==> config.mk <==
export PLATFORM = sky130hd
export DESIGN_NAME = npu_act_wr_lane
export DESIGN_NICKNAME = d
export VERILOG_FILES = /design/src/rtl/npu_act_wr_pkg.sv /design/src/rtl/npu_act_wr_fifo.sv /design/src/rtl/npu_act_wr_lane.sv
export SDC_FILE = /design/constraint.sdc
export NUM_CORES = 1
export LEC_CHECK = 0
export CAP_MARGIN = 20
export CORE_AREA = 5 5 219 221
export CTS_BUF_LIST = sky130_fd_sc_hd__clkbuf_8
export CTS_CLUSTER_DIAMETER = 150
export DETAILED_ROUTE_END_ITERATION = 8
export DIE_AREA = 0 0 224 226
export SYNTH_ARGS = -nofsm -noshare
export SYNTH_HDL_FRONTEND = slang
export SYNTH_HIERARCHICAL = 1
export SYNTH_SLANG_ARGS = --single-unit
==> constraint.sdc <==
create_clock -name clk -period 2.9 [get_ports clk]
set_clock_uncertainty 0.15 [all_clocks]
set_input_delay 0.58 -clock clk [delete_from_list [all_inputs] [get_ports clk]]
set_output_delay 0.58 -clock clk [all_outputs]
set_load 0.01 [all_outputs]
==> src/rtl/npu_act_wr_pkg.sv <==
// Shared types and constants for the activation write lane.
// Contents:
//   ACC_W_DEFAULT   default accumulator width
//   ACT_ADDR_W      activation memory address width
//   U8_MAX, S8_MAX, S8_MIN   clamp limits for the 8-bit result
//   SAT_CNT_W       width of the saturation counter
//   act_wr_entry_t  one pending write {addr, data}
//   sat_inc()       increment that sticks at all-ones

`ifndef LOG2_ACT_ADDR_WIDTH
`define LOG2_ACT_ADDR_WIDTH 12
`endif

package npu_act_wr_pkg;

   localparam int unsigned ACC_W_DEFAULT = 24;
   localparam int unsigned ACT_ADDR_W    = `LOG2_ACT_ADDR_WIDTH;

   localparam int U8_MAX = 255;
   localparam int S8_MAX = 127;
   localparam int S8_MIN = -128;

   localparam int unsigned SAT_CNT_W = 16;

   typedef struct packed {
      logic [ACT_ADDR_W-1:0] addr;
      logic [7:0]            data;
   } act_wr_entry_t;

   function automatic logic [SAT_CNT_W-1:0] sat_inc(input logic [SAT_CNT_W-1:0] cnt);
      return (&cnt) ? cnt : cnt + SAT_CNT_W'(1);
   endfunction

endpackage

==> src/rtl/npu_act_wr_fifo.sv <==
// Synchronous FIFO of pending activation writes.
// Ports:
//   clk, resetn   clock, asynchronous active-low reset
//   push, wdata   enqueue an entry (ignored when full without a pop)
//   pop           dequeue the head (ignored when empty)
//   rdata         head entry, valid while ~empty
//   full, empty   occupancy flags
//   count         number of stored entries, 0..DEPTH
// Push and pop in the same cycle are allowed at any occupancy, including full.

module npu_act_wr_fifo
   import npu_act_wr_pkg::*;
#(
   parameter int unsigned DEPTH = 4
) (
   input  logic                     clk,
   input  logic                     resetn,
   input  logic                     push,
   input  act_wr_entry_t            wdata,
   input  logic                     pop,
   output act_wr_entry_t            rdata,
   output logic                     full,
   output logic                     empty,
   output logic [$clog2(DEPTH):0]   count
);

   localparam int unsigned PW = $clog2(DEPTH);

   act_wr_entry_t       mem_q [DEPTH];
   logic [PW-1:0]       wptr_q;
   logic [PW-1:0]       rptr_q;
   logic [PW:0]         count_q;
   logic [PW:0]         count_d;
   logic                push_en;
   logic                pop_en;

   assign full  = (count_q == (PW+1)'(DEPTH));
   assign empty = (count_q == '0);
   assign count = count_q;
   assign rdata = mem_q[rptr_q];

   // A full FIFO still accepts a push when the head leaves on the same edge.
   assign pop_en  = pop & ~empty;
   assign push_en = push & (~full | pop_en);

   always_comb begin
      count_d = count_q;
      unique case ({push_en, pop_en})
         2'b10:   count_d = count_q + (PW+1)'(1);
         2'b01:   count_d = count_q - (PW+1)'(1);
         default: count_d = count_q;
      endcase
   end

   always_ff @(posedge clk or negedge resetn) begin
      if (!resetn) begin
         wptr_q  <= '0;
         rptr_q  <= '0;
         count_q <= '0;
         for (int i = 0; i < int'(DEPTH); i++) begin
            mem_q[i] <= '0;
         end
      end else begin
         count_q <= count_d;
         if (push_en) begin
            mem_q[wptr_q] <= wdata;
            wptr_q        <= wptr_q + PW'(1);
         end
         if (pop_en) begin
            rptr_q <= rptr_q + PW'(1);
         end
      end
   end

endmodule

==> src/rtl/npu_act_wr_lane.sv <==
// Per-lane activation output stage: requantises accumulator results to 8 bits,
// tags each with an activation-memory address and queues it for the write arbiter.
// Ports:
//   clk, resetn                 clock, asynchronous active-low reset
//   layer_start                 reload address counter from cfg_base_addr, clear sat_cnt
//   cfg_base_addr/addr_stride   per-layer address generation
//   cfg_shift, cfg_relu_en      requantisation controls (static during a layer)
//   acc_valid/acc_data/acc_ready  accumulator result handshake
//   hw_mem_wr, _addr, _data     write request, held until hw_mem_wr_ack_p
//   hw_mem_wr_ack_p             single-cycle acknowledge, pops the head entry
//   lane_idle                   nothing in the pipeline or FIFO
//   sat_cnt                     saturating count of clamped results
// Pipeline: accept -> S1 (round+shift) -> S2 (clamp) -> FIFO.

module npu_act_wr_lane
   import npu_act_wr_pkg::*;
#(
   parameter int unsigned ACC_W      = ACC_W_DEFAULT,
   parameter int unsigned ADDR_W     = ACT_ADDR_W,
   parameter int unsigned FIFO_DEPTH = 4
) (
   input  logic                  clk,
   input  logic                  resetn,
   input  logic                  layer_start,
   input  logic [ADDR_W-1:0]     cfg_base_addr,
   input  logic [ADDR_W-1:0]     cfg_addr_stride,
   input  logic [4:0]            cfg_shift,
   input  logic                  cfg_relu_en,
   input  logic                  acc_valid,
   input  logic [ACC_W-1:0]      acc_data,
   output logic                  acc_ready,
   output logic                  hw_mem_wr,
   output logic [ADDR_W-1:0]     hw_mem_wr_addr,
   output logic [7:0]            hw_mem_wr_data,
   input  logic                  hw_mem_wr_ack_p,
   output logic                  lane_idle,
   output logic [SAT_CNT_W-1:0]  sat_cnt
);

   // One extra bit keeps acc + rounding bias from overflowing.
   localparam int unsigned VW = ACC_W + 1;
   localparam int unsigned CW = $clog2(FIFO_DEPTH) + 1;
   localparam int unsigned OW = $clog2(FIFO_DEPTH + 3);

   localparam logic signed [VW-1:0] U8_MAX_V = VW'(U8_MAX);
   localparam logic signed [VW-1:0] S8_MAX_V = VW'(S8_MAX);
   localparam logic signed [VW-1:0] S8_MIN_V = VW'(S8_MIN);

   logic [ADDR_W-1:0]      addr_q;
   logic [ADDR_W-1:0]      addr_d;
   logic [ADDR_W-1:0]      beat_addr;
   logic                   accept;

   logic signed [VW-1:0]   acc_ext;
   logic signed [VW-1:0]   rnd_bias;
   logic signed [VW-1:0]   rounded;
   logic signed [VW-1:0]   shifted;

   logic                   s1_valid_q;
   logic signed [VW-1:0]   s1_val_q;
   logic [ADDR_W-1:0]      s1_addr_q;

   logic [7:0]             clamp_data;
   logic                   clamp_sat;

   logic                   s2_valid_q;
   act_wr_entry_t          s2_entry_q;

   logic [SAT_CNT_W-1:0]   sat_cnt_q;

   act_wr_entry_t          fifo_head;
   logic                   fifo_full;
   logic                   fifo_empty;
   logic [CW-1:0]          fifo_count;
   logic [OW-1:0]          occupancy;

   // Credit covers every in-flight beat, so S2 always finds room in the FIFO.
   assign occupancy = OW'(s1_valid_q) + OW'(s2_valid_q) + OW'(fifo_count);
   assign acc_ready = (occupancy < OW'(FIFO_DEPTH));
   assign accept    = acc_valid & acc_ready;

   // A beat accepted together with layer_start belongs to the new layer.
   assign beat_addr = layer_start ? cfg_base_addr : addr_q;

   always_comb begin
      addr_d = addr_q;
      if (accept) begin
         addr_d = beat_addr + cfg_addr_stride;
      end else if (layer_start) begin
         addr_d = cfg_base_addr;
      end
   end

   // Round half up, then arithmetic shift.
   always_comb begin
      acc_ext  = $signed({acc_data[ACC_W-1], acc_data});
      rnd_bias = '0;
      if (cfg_shift != 5'd0) begin
         rnd_bias = VW'(1) << (cfg_shift - 5'd1);
      end
      rounded = acc_ext + rnd_bias;
      shifted = rounded >>> cfg_shift;
   end

   // ReLU zeroing of negatives is intentional, not a clamp, so it is not counted.
   always_comb begin
      clamp_data = s1_val_q[7:0];
      clamp_sat  = 1'b0;
      if (cfg_relu_en) begin
         if (s1_val_q[VW-1]) begin
            clamp_data = 8'h00;
         end else if (s1_val_q > U8_MAX_V) begin
            clamp_data = 8'hFF;
            clamp_sat  = 1'b1;
         end
      end else begin
         if (s1_val_q > S8_MAX_V) begin
            clamp_data = 8'h7F;
            clamp_sat  = 1'b1;
         end else if (s1_val_q < S8_MIN_V) begin
            clamp_data = 8'h80;
            clamp_sat  = 1'b1;
         end
      end
   end

   always_ff @(posedge clk or negedge resetn) begin
      if (!resetn) begin
         addr_q     <= '0;
         s1_valid_q <= 1'b0;
         s1_val_q   <= '0;
         s1_addr_q  <= '0;
         s2_valid_q <= 1'b0;
         s2_entry_q <= '0;
         sat_cnt_q  <= '0;
      end else begin
         addr_q     <= addr_d;
         s1_valid_q <= accept;
         if (accept) begin
            s1_val_q  <= shifted;
            s1_addr_q <= beat_addr;
         end
         s2_valid_q <= s1_valid_q;
         if (s1_valid_q) begin
            s2_entry_q.addr <= s1_addr_q;
            s2_entry_q.data <= clamp_data;
         end
         // The layer boundary clear takes priority over a late clamp.
         if (layer_start) begin
            sat_cnt_q <= '0;
         end else if (s1_valid_q && clamp_sat) begin
            sat_cnt_q <= sat_inc(sat_cnt_q);
         end
      end
   end

   npu_act_wr_fifo #(
      .DEPTH (FIFO_DEPTH)
   ) u_fifo (
      .clk    (clk),
      .resetn (resetn),
      .push   (s2_valid_q),
      .wdata  (s2_entry_q),
      .pop    (hw_mem_wr_ack_p),
      .rdata  (fifo_head),
      .full   (fifo_full),
      .empty  (fifo_empty),
      .count  (fifo_count)
   );

   no_fifo_overflow: assert property (@(posedge clk) disable iff (!resetn)
      !(s2_valid_q && fifo_full && !(hw_mem_wr_ack_p && !fifo_empty)));

   assign hw_mem_wr      = ~fifo_empty;
   assign hw_mem_wr_addr = fifo_head.addr;
   assign hw_mem_wr_data = fifo_head.data;
   assign lane_idle      = ~s1_valid_q & ~s2_valid_q & fifo_empty;
   assign sat_cnt        = sat_cnt_q;

endmodule

# After elaboration in Yosys (flattened, before gate mapping)
# Cells that the tools add are included.
# W data, S select, Z words.
[totals] ramBits=0 romBits=0 n_memories=0 latch_bits=0 output_inout_bits=39 regBits=174
[op_classes] eq_ne=4 add_sub_neg=10 muxes=23 reduce_logical=8 shifts=2 magnitude_cmp=7 div_mod_pow=0 bitwise=12 multipliers=0
[op_table] cell="$bwmux W80" n=1
[op_table] cell="$mux W20" n=3
[op_table] cell="$mux W16" n=3
[op_table] cell="$bmux W20 S2" n=1
[op_table] cell="$demux W20 S2" n=1
[op_table] cell="$mux W8" n=5
[op_table] cell="$add A24 B25 Y25" n=1
[op_table] cell="$gt A25 B8 Y1 const B" n=1
[op_table] cell="$gt A25 B9 Y1 const B" n=1
[op_table] cell="$lt A25 B8 Y1 const B" n=1
[op_table] cell="$mux W25" n=1
[op_table] cell="$shl A1 B5 Y25 const A" n=1
[op_table] cell="$sshr A25 B5 Y25" n=1
[op_table] cell="$mux W12" n=2
[op_table] cell="$add A16 B1 Y16 const B" n=1
[op_table] cell="$reduce_and A16 Y1" n=1
[op_table] cell="$add A12 B12 Y12" n=1
[op_table] cell="$ge A3 B3 Y1 const B" n=2
[op_table] cell="$not A2 Y3" n=2
[op_table] cell="$pmux W3 S2" n=1
[op_table] cell="$and A1 B1 Y1" n=5
[op_table] cell="$mux W1" n=5
[op_table] cell="$reduce_bool A5 Y1" n=1
[op_table] cell="$sub A5 B1 Y5 const B" n=1
[op_table] cell="other kinds (17)" n=23

# Longest topological paths before layout
# Gate-level depths: netlist of the first run.
[logic_depth] depth_word=7 depth_mapped=19

# By module
# Netlist of the first run, hierarchy kept.
[by_module_without_submodules] module="npu_act_wr_lane" instances=1 area_each_um2=7440.9 seq_area_each_um2=2177.1 cells_each=913
[by_module_without_submodules] module="npu_act_wr_fifo" instances=1 area_each_um2=3898.7 seq_area_each_um2=2177.1 cells_each=233

# Worst setup path before layout of the first run
# No wires, ideal clock.
[synth_timing] kind="input -> register" startpoint="input cfg_shift[2]" endpoint="register s1_val_q[14]" setup_slack_ns=-1.551 path_buffers=3 path_stages=15 arrival_ns=4.181 path_cell_list="clkbuf_1 -> clkbuf_1 -> clkbuf_1 -> nor3_1 -> ha_1 -> fa_1 -> a211oi_2 -> o211ai_1 -> a41o_1 -> a21oi_2 -> xnor2_1 -> a221o_1 -> mux4_2 -> a211oi_2 -> nor2_1"
[synth_between] elab_chain_len=5 word_cells_on_any_way=6
[synth_rtl] item="from (decl)" line="npu_act_wr_lane.sv:27" rtl="input logic [4:0] cfg_shift,"
[synth_rtl] item="$sub A5 B1 Y5" line="npu_act_wr_lane.sv:99" rtl="rnd_bias = VW'(1) << (cfg_shift - 5'd1);"
[synth_rtl] item="$shl A1 B5 Y25" line="npu_act_wr_lane.sv:99"
[synth_rtl] item="$mux W25" line="npu_act_wr_lane.sv:98" rtl="if (cfg_shift != 5'd0) begin"
[synth_rtl] item="$add A24 B25 Y25" line="npu_act_wr_lane.sv:101" rtl="rounded = acc_ext + rnd_bias;"
[synth_rtl] item="$sshr A25 B5 Y25 (*)" line="npu_act_wr_lane.sv:102" rtl="shifted = rounded >>> cfg_shift;"
[synth_rtl] item="to (signal assigned)" line="npu_act_wr_lane.sv:140" rtl="s1_val_q <= shifted;"
[synth_rtl] item="to (decl)" line="npu_act_wr_lane.sv:60" rtl="logic signed [VW-1:0] s1_val_q;"
# Mark *: on every way between the ends. The rest lies on a longest branch, timed or not.
# A chain may end at the register's enable or synchronous reset.

# Final worst setup path of the first run
[layout_timing] startpoint="input cfg_shift[1]" endpoint="register s1_val_q[1]"
# Same word-level chain as after synthesis.

==> results of run 1 <==
path summary, 6_finish.rpt:
kind / to / cells after the start
hold reg to reg: s1_addr_q[4]$_DFFE_PN0P_ / 2
setup / recovery: s1_val_q[1]$_DFFE_PN0P_ / 15
max in group asynchronous: s1_addr_q[0]$_DFFE_PN0P_ / 3
setup reg to reg: addr_q[10]$_DFF_PN0_ / 11
min in group asynchronous: sat_cnt[0]$_DFFE_PN0P_ / 2
hold / removal: s1_addr_q[4]$_DFFE_PN0P_ / 2
state kept, by name, summed over array words and instances, names as in the netlist, 2 cells and up:
| signal | cells |
|---|---|
| u_fifo/mem_q | 80 |
| s2_entry_q | 20 |
| u_fifo/count | 3 |
| addr_q | 12 |
| s1_addr_q | 12 |
| u_fifo/rptr_q | 2 |
| sat_cnt | 16 |
| s1_val_q | 25 |
| u_fifo/wptr_q | 2 |
power groups by stage:
stage | Clock [mW] | Sequential, mW | Combinational, mW
2_1_floorplan | 0 | 3.95 | 3.32
3_3_place_gp | 0 | 4.13 | 5.21
3_5_place_dp | 0 | 4.20 | 5.30
4_1_cts | 1.80 | 4.16 | 5.43
5_1_grt | 1.91 | 4.29 | 6.05
6_report | 1.74 | 4.15 | 5.52
per-stage QoR:
step                      setup TNS, ps  instance area, sq um   util
after floorplan                  -18290                 11700      -
after detailed placement         -47900                 14700  0.319
final                            -14370                 16200  0.353
after CTS                        -12260                 15800  0.344
after global placement           -46620                 14700  0.319
after global routing             -17710                 16200  0.353
per-layer routing:
metal	wire length, microns	part of all wire
met5	0	0
met4	884	0.025
met3	1410	0.039
met2	17400	0.48
met1	16200	0.45
critical path, delay by kind of cell:
kind            cells  cell delay, ps
compound gates      6            1280
mux                 2             790
fa+ha+maj           2             560
buf+inv             3             440
xor+xnor            1             100
simple gates        1              50
final cells by class:
| cell class | instances | area (sq um) |
|---|---|---|
| fillers | 4612 | 29800 |
| multi-input cells | 871 | 7410 |
| flip-flops and latches | 174 | 4350 |
| repair buffers | 369 | 3160 |
| well taps | 607 | 759 |
| clock buffers | 18 | 248 |
| clock inverters | 14 | 165 |
| inverters | 28 | 114 |
repair_timing:
action,in CTS,in global routing
setup endpoints to repair,48,32
cloned,1,0
hold buffers,1,0
hold endpoints to repair,57,0
buffers inserted,26,12
pin swaps,59,47
resized for setup,158,68
==> results.cfg, run 1 <==
[timing]
hold_slack_ps = 340
rsz0062_at_grt = yes
final.min_clock_period_ps = 3600
hold_viol = 0
max_freq_mhz = 277
setup_slack_ps = -704
drv_slew = 0
slew_headroom = 0.540
tightest_slew_ps = 684
post-route-period-util = 1.24
setup-violations-final = 25

[final_layout]
drive_above_1_share = 0.411
diodes = 0
areaGrowthSynthToFinish_pct = 43.0
mostFrequentLayoutCells = buf_4 (245), dfrtp_1 (174), mux2_2 (107)
layout.cells.non_filler = 2081
fin_nets = 1565
final_common_cell = buf_4

[cts]
clock_sinks = 174
cts_max_level = 4
clk_latency_ps = 450
cts_root_buf = clkbuf_8
cts_max_path_buffers = 2
clkTransAtPathRegs_ps = 100
cts_buffers = 17
cts_tree = done

[min_path]
hold_path_class = reg -> reg
min_from = s1_addr_q[4]$_DFFE_PN0P_

[run_status]
status = finished, violations left
violations = negative setup slack

[floorplan]
die-area_sq_mm = 0.0506
die_w_microns = 224
rows = 79
core_sq_mm = 0.0460
dieHeight_microns = 226
ios = 98
initial_utilization = 0.247

[placed_design]
dp_slack_ps = -1910
place_congestion = 0.922
dp_hpwl_microns = 26700
dp.cells = 2009
numPortBuffers = 97

[route]
finalWirelength_microns = 35900
dr.pass1.iters = 5
wl_per_cell_microns = 17.2
viasPerCell = 4.85
vias = 10100
ant_nets = 0
drtIter0Drc = 738
drc = 0

[setup_path]
cp_max_fo = 4
worstPathCellList = clkbuf_4, buf_6, nor3_4, ha_2, fa_2, a211oi_4, o211ai_1, a41o_1, a21oi_2, xnor2_2, buf_4, mux4_2, mux2_4, a221oi_4, o22ai_1
worstPathRequired_ps = 3080
crit_arrival_ps = 3790
slowest_stage = mux4_2
rrSetupSlack_ps = 170
reg2reg_from = s1_valid_q$_DFF_PN0_
end_kind = register
critPathKind = in -> reg
slowest_delay_ps = 480
crit_start = cfg_shift[1]
worstSetupStartpointType = primary input

[pwr]
p_int_mw = 7.10
sequentialPowerShare = 0.364
combPwrFrac = 0.484
pwr_density_cell_mw_per_mm2 = 704
vdd_ir_drop_max_mv = 0.506
p_sw_frac = 0.378
p_switching_mw = 4.31
pwr-share-clk = 0.152
p_leak_nw = 6.78
power_mw = 11.4

[global_route]
grt_overflow = 0
grt_usage = 0.141
antenna_found_initial = 0
grt_pass1_vias = 10500
groute.layer.met1.usage = 0.189
grt_max_degree = 61
grt_pass1_wl_microns = 57600
grt.busiest_layer = met2
grt_use_met2 = 0.237
gr-usage-met3 = 0.0212

[logic_synthesis]
synth_cells = 1145
ys_warn_count = 6
syn_avg_cell_area_sq_um = 9.90
netlist_area_sq_mm = 0.0113
syn_nets = 1249

[flow_run]
max-cap-violations = 0
Note: power is estimated with default switching activity, not from simulation.
==> inputs of run 2 (changes only) <==
CORE_AREA = 5 5 210 232   (was 5 5 219 221)
DIE_AREA = 0 0 215 237   (was 0 0 224 226)
PLACE_DENSITY_LB_ADDON = 0.25   (was unset)
==> results.cfg, run 2 (synthesis gave the netlist of run 1 again) <==
[run_status]
status = finished, violations left
violations = negative setup slack

[cts]
cts_max_level = 4
cts_buffers = 17
clkTransAtPathRegs_ps = 90
clock_sinks = 174
cts_root_buf = clkbuf_8
clk_latency_ps = 460
cts_max_path_buffers = 2
cts_tree = done

[placed_design]
numPortBuffers = 97
place_congestion = 0.875
dp_slack_ps = -1860
dp_hpwl_microns = 27000

[timing]
setup-violations-final = 25
slew_headroom = 0.647
max_freq_mhz = 274
hold_viol = 0
post-route-period-util = 1.26
final.min_clock_period_ps = 3650
rsz0062_at_grt = yes
tightest_slew_ps = 525
drv_slew = 0
setup_slack_ps = -747

[pwr]
vdd_ir_drop_max_mv = 0.305
pwr_density_cell_mw_per_mm2 = 689
power_mw = 11.2
p_leak_nw = 6.81

[floorplan]
ios = 98
core_sq_mm = 0.0462
initial_utilization = 0.245
dieHeight_microns = 237
die_w_microns = 215
rows = 83
die-area_sq_mm = 0.0510

[setup_path]
worstSetupStartpointType = primary input
slowest_delay_ps = 500
worstPathCellList = buf_8, buf_12, nand2_8, nor3_4, ha_2, fa_2, a211oi_4, buf_4, o211ai_1, buf_4, a41o_1, a21oi_2, xnor2_2, a221o_1, mux4_2, a211oi_2, nor2_1
crit_arrival_ps = 3840
worstPathRequired_ps = 3090
slowest_stage = mux4_2
crit_path_frequent_cell = buf_4
end_kind = register
cp_max_fo = 3
critPathKind = in -> reg

[final_layout]
diodes = 0
final_common_cell = buf_4
largest-register = u_fifo/mem_q
mostFrequentLayoutCells = buf_4 (233), dfrtp_1 (174), mux2_2 (107)
fin_nets = 1566
areaGrowthSynthToFinish_pct = 43.2
drive_above_1_share = 0.404
reg_top3 = u_fifo/mem_q x80, s1_val_q x25, s2_entry_q x20
largest_reg_flops = 80

[flow_run]
max-cap-violations = 0

[min_path]
hold_path_class = reg -> reg

[route]
ant_nets = 0
drc = 0
viasPerCell = 4.78
vias = 9895
finalWirelength_microns = 35900
drtIter0Drc = 433
wl_per_cell_microns = 17.3
dr.pass1.iters = 6

[global_route]
grt_max_degree = 68
grt_overflow = 0
grt_pass1_vias = 10300
grt_pass1_wl_microns = 57400
grt_usage = 0.138
antenna_found_initial = 0
run 2: cell types whose count changed in the layout (fill, tap and decap cells not counted), sizes merged:
cell	before	now
buf	275	277
clkbuf	20	17
clkdlybuf4s50	68	66
clkinv	3	2
clkinvlp	1	4
dlygate4sd2	22	23
dlymetal6s2s	0	2
inv	37	36
run 2: what timing repair did:
| item | 4_1_cts | 5_1_grt |
|---|---|---|
| endpoints found under the hold margin | 42 | 0 |
| hold buffers | 1 | 0 |
| setup buffers | 18 | 15 |
| pin swaps | 48 | 53 |
| gates resized for setup | 119 | 117 |
| cloned | 1 | 0 |
| endpoints found under the setup margin | 48 | 37 |
run 2: critical path, delay by kind of cell:
family,cells,cell delay (ps)
mux,1,500
compound gates,6,1360
buf+inv,4,540
simple gates,3,180
fa+ha+maj,2,560
xor+xnor,1,100
run 2: layout make-up:
type | count | area, sq um
clock inverter | 15 | 138
tap | 595 | 744
fill | 4733 | 30000
timing repair buffer | 370 | 3280
clock buffer | 17 | 234
multi-input combinational | 871 | 7370
inverter | 28 | 116
sequential | 174 | 4350
run 2: final timing paths:
path / slack, ps / to / from / depth (start not counted)
worst min-delay path: 330 / s1_addr_q[7]$_DFFE_PN0P_ / s1_addr_q[7]$_DFFE_PN0P_ / 2
worst max-delay path: -750 / s1_val_q[14]$_DFFE_PN0P_ / cfg_shift[0] / 17
max in group asynchronous: 1390 / u_fifo/mem_q[4]$_DFFE_PN0P_ / resetn / 3
worst max register to register: 180 / sat_cnt[11]$_DFFE_PN0P_ / s1_val_q[12]$_DFFE_PN0P_ / 10
min in group asynchronous: 460 / sat_cnt[7]$_DFFE_PN0P_ / resetn / 2
worst min register to register: 330 / s1_addr_q[7]$_DFFE_PN0P_ / s1_addr_q[7]$_DFFE_PN0P_ / 2
run 2: report_power, final:
part           total (mW)  switching, mW  leakage [nW]  internal (mW)
registers            4.17          0.719          2.07           3.45
logic                5.40           2.54          4.55           2.87
clock network        1.62          0.930         0.187          0.692
run 2: layer usage:
layer	GRT usage	routed length, microns	part of all wire
met2	0.249	18300	0.51
met1	0.174	15900	0.44
met4	0.0378	717	0.020
met5	0	0	0
met3	0.0185	972	0.027
run 2: per-stage QoR:
step	hold WS (ps)	cells	setup TNS, ps	utilization	instance area (sq um)
finish	331	2070	-15690	0.351	16200
global route	367	2070	-17860	0.351	16200
CTS	337	2059	-16270	0.338	15600
detailed placement	316	2010	-48320	0.321	14800
global placement	315	2010	-48490	0.321	14800
floorplan	134	1145	-18290	-	11700
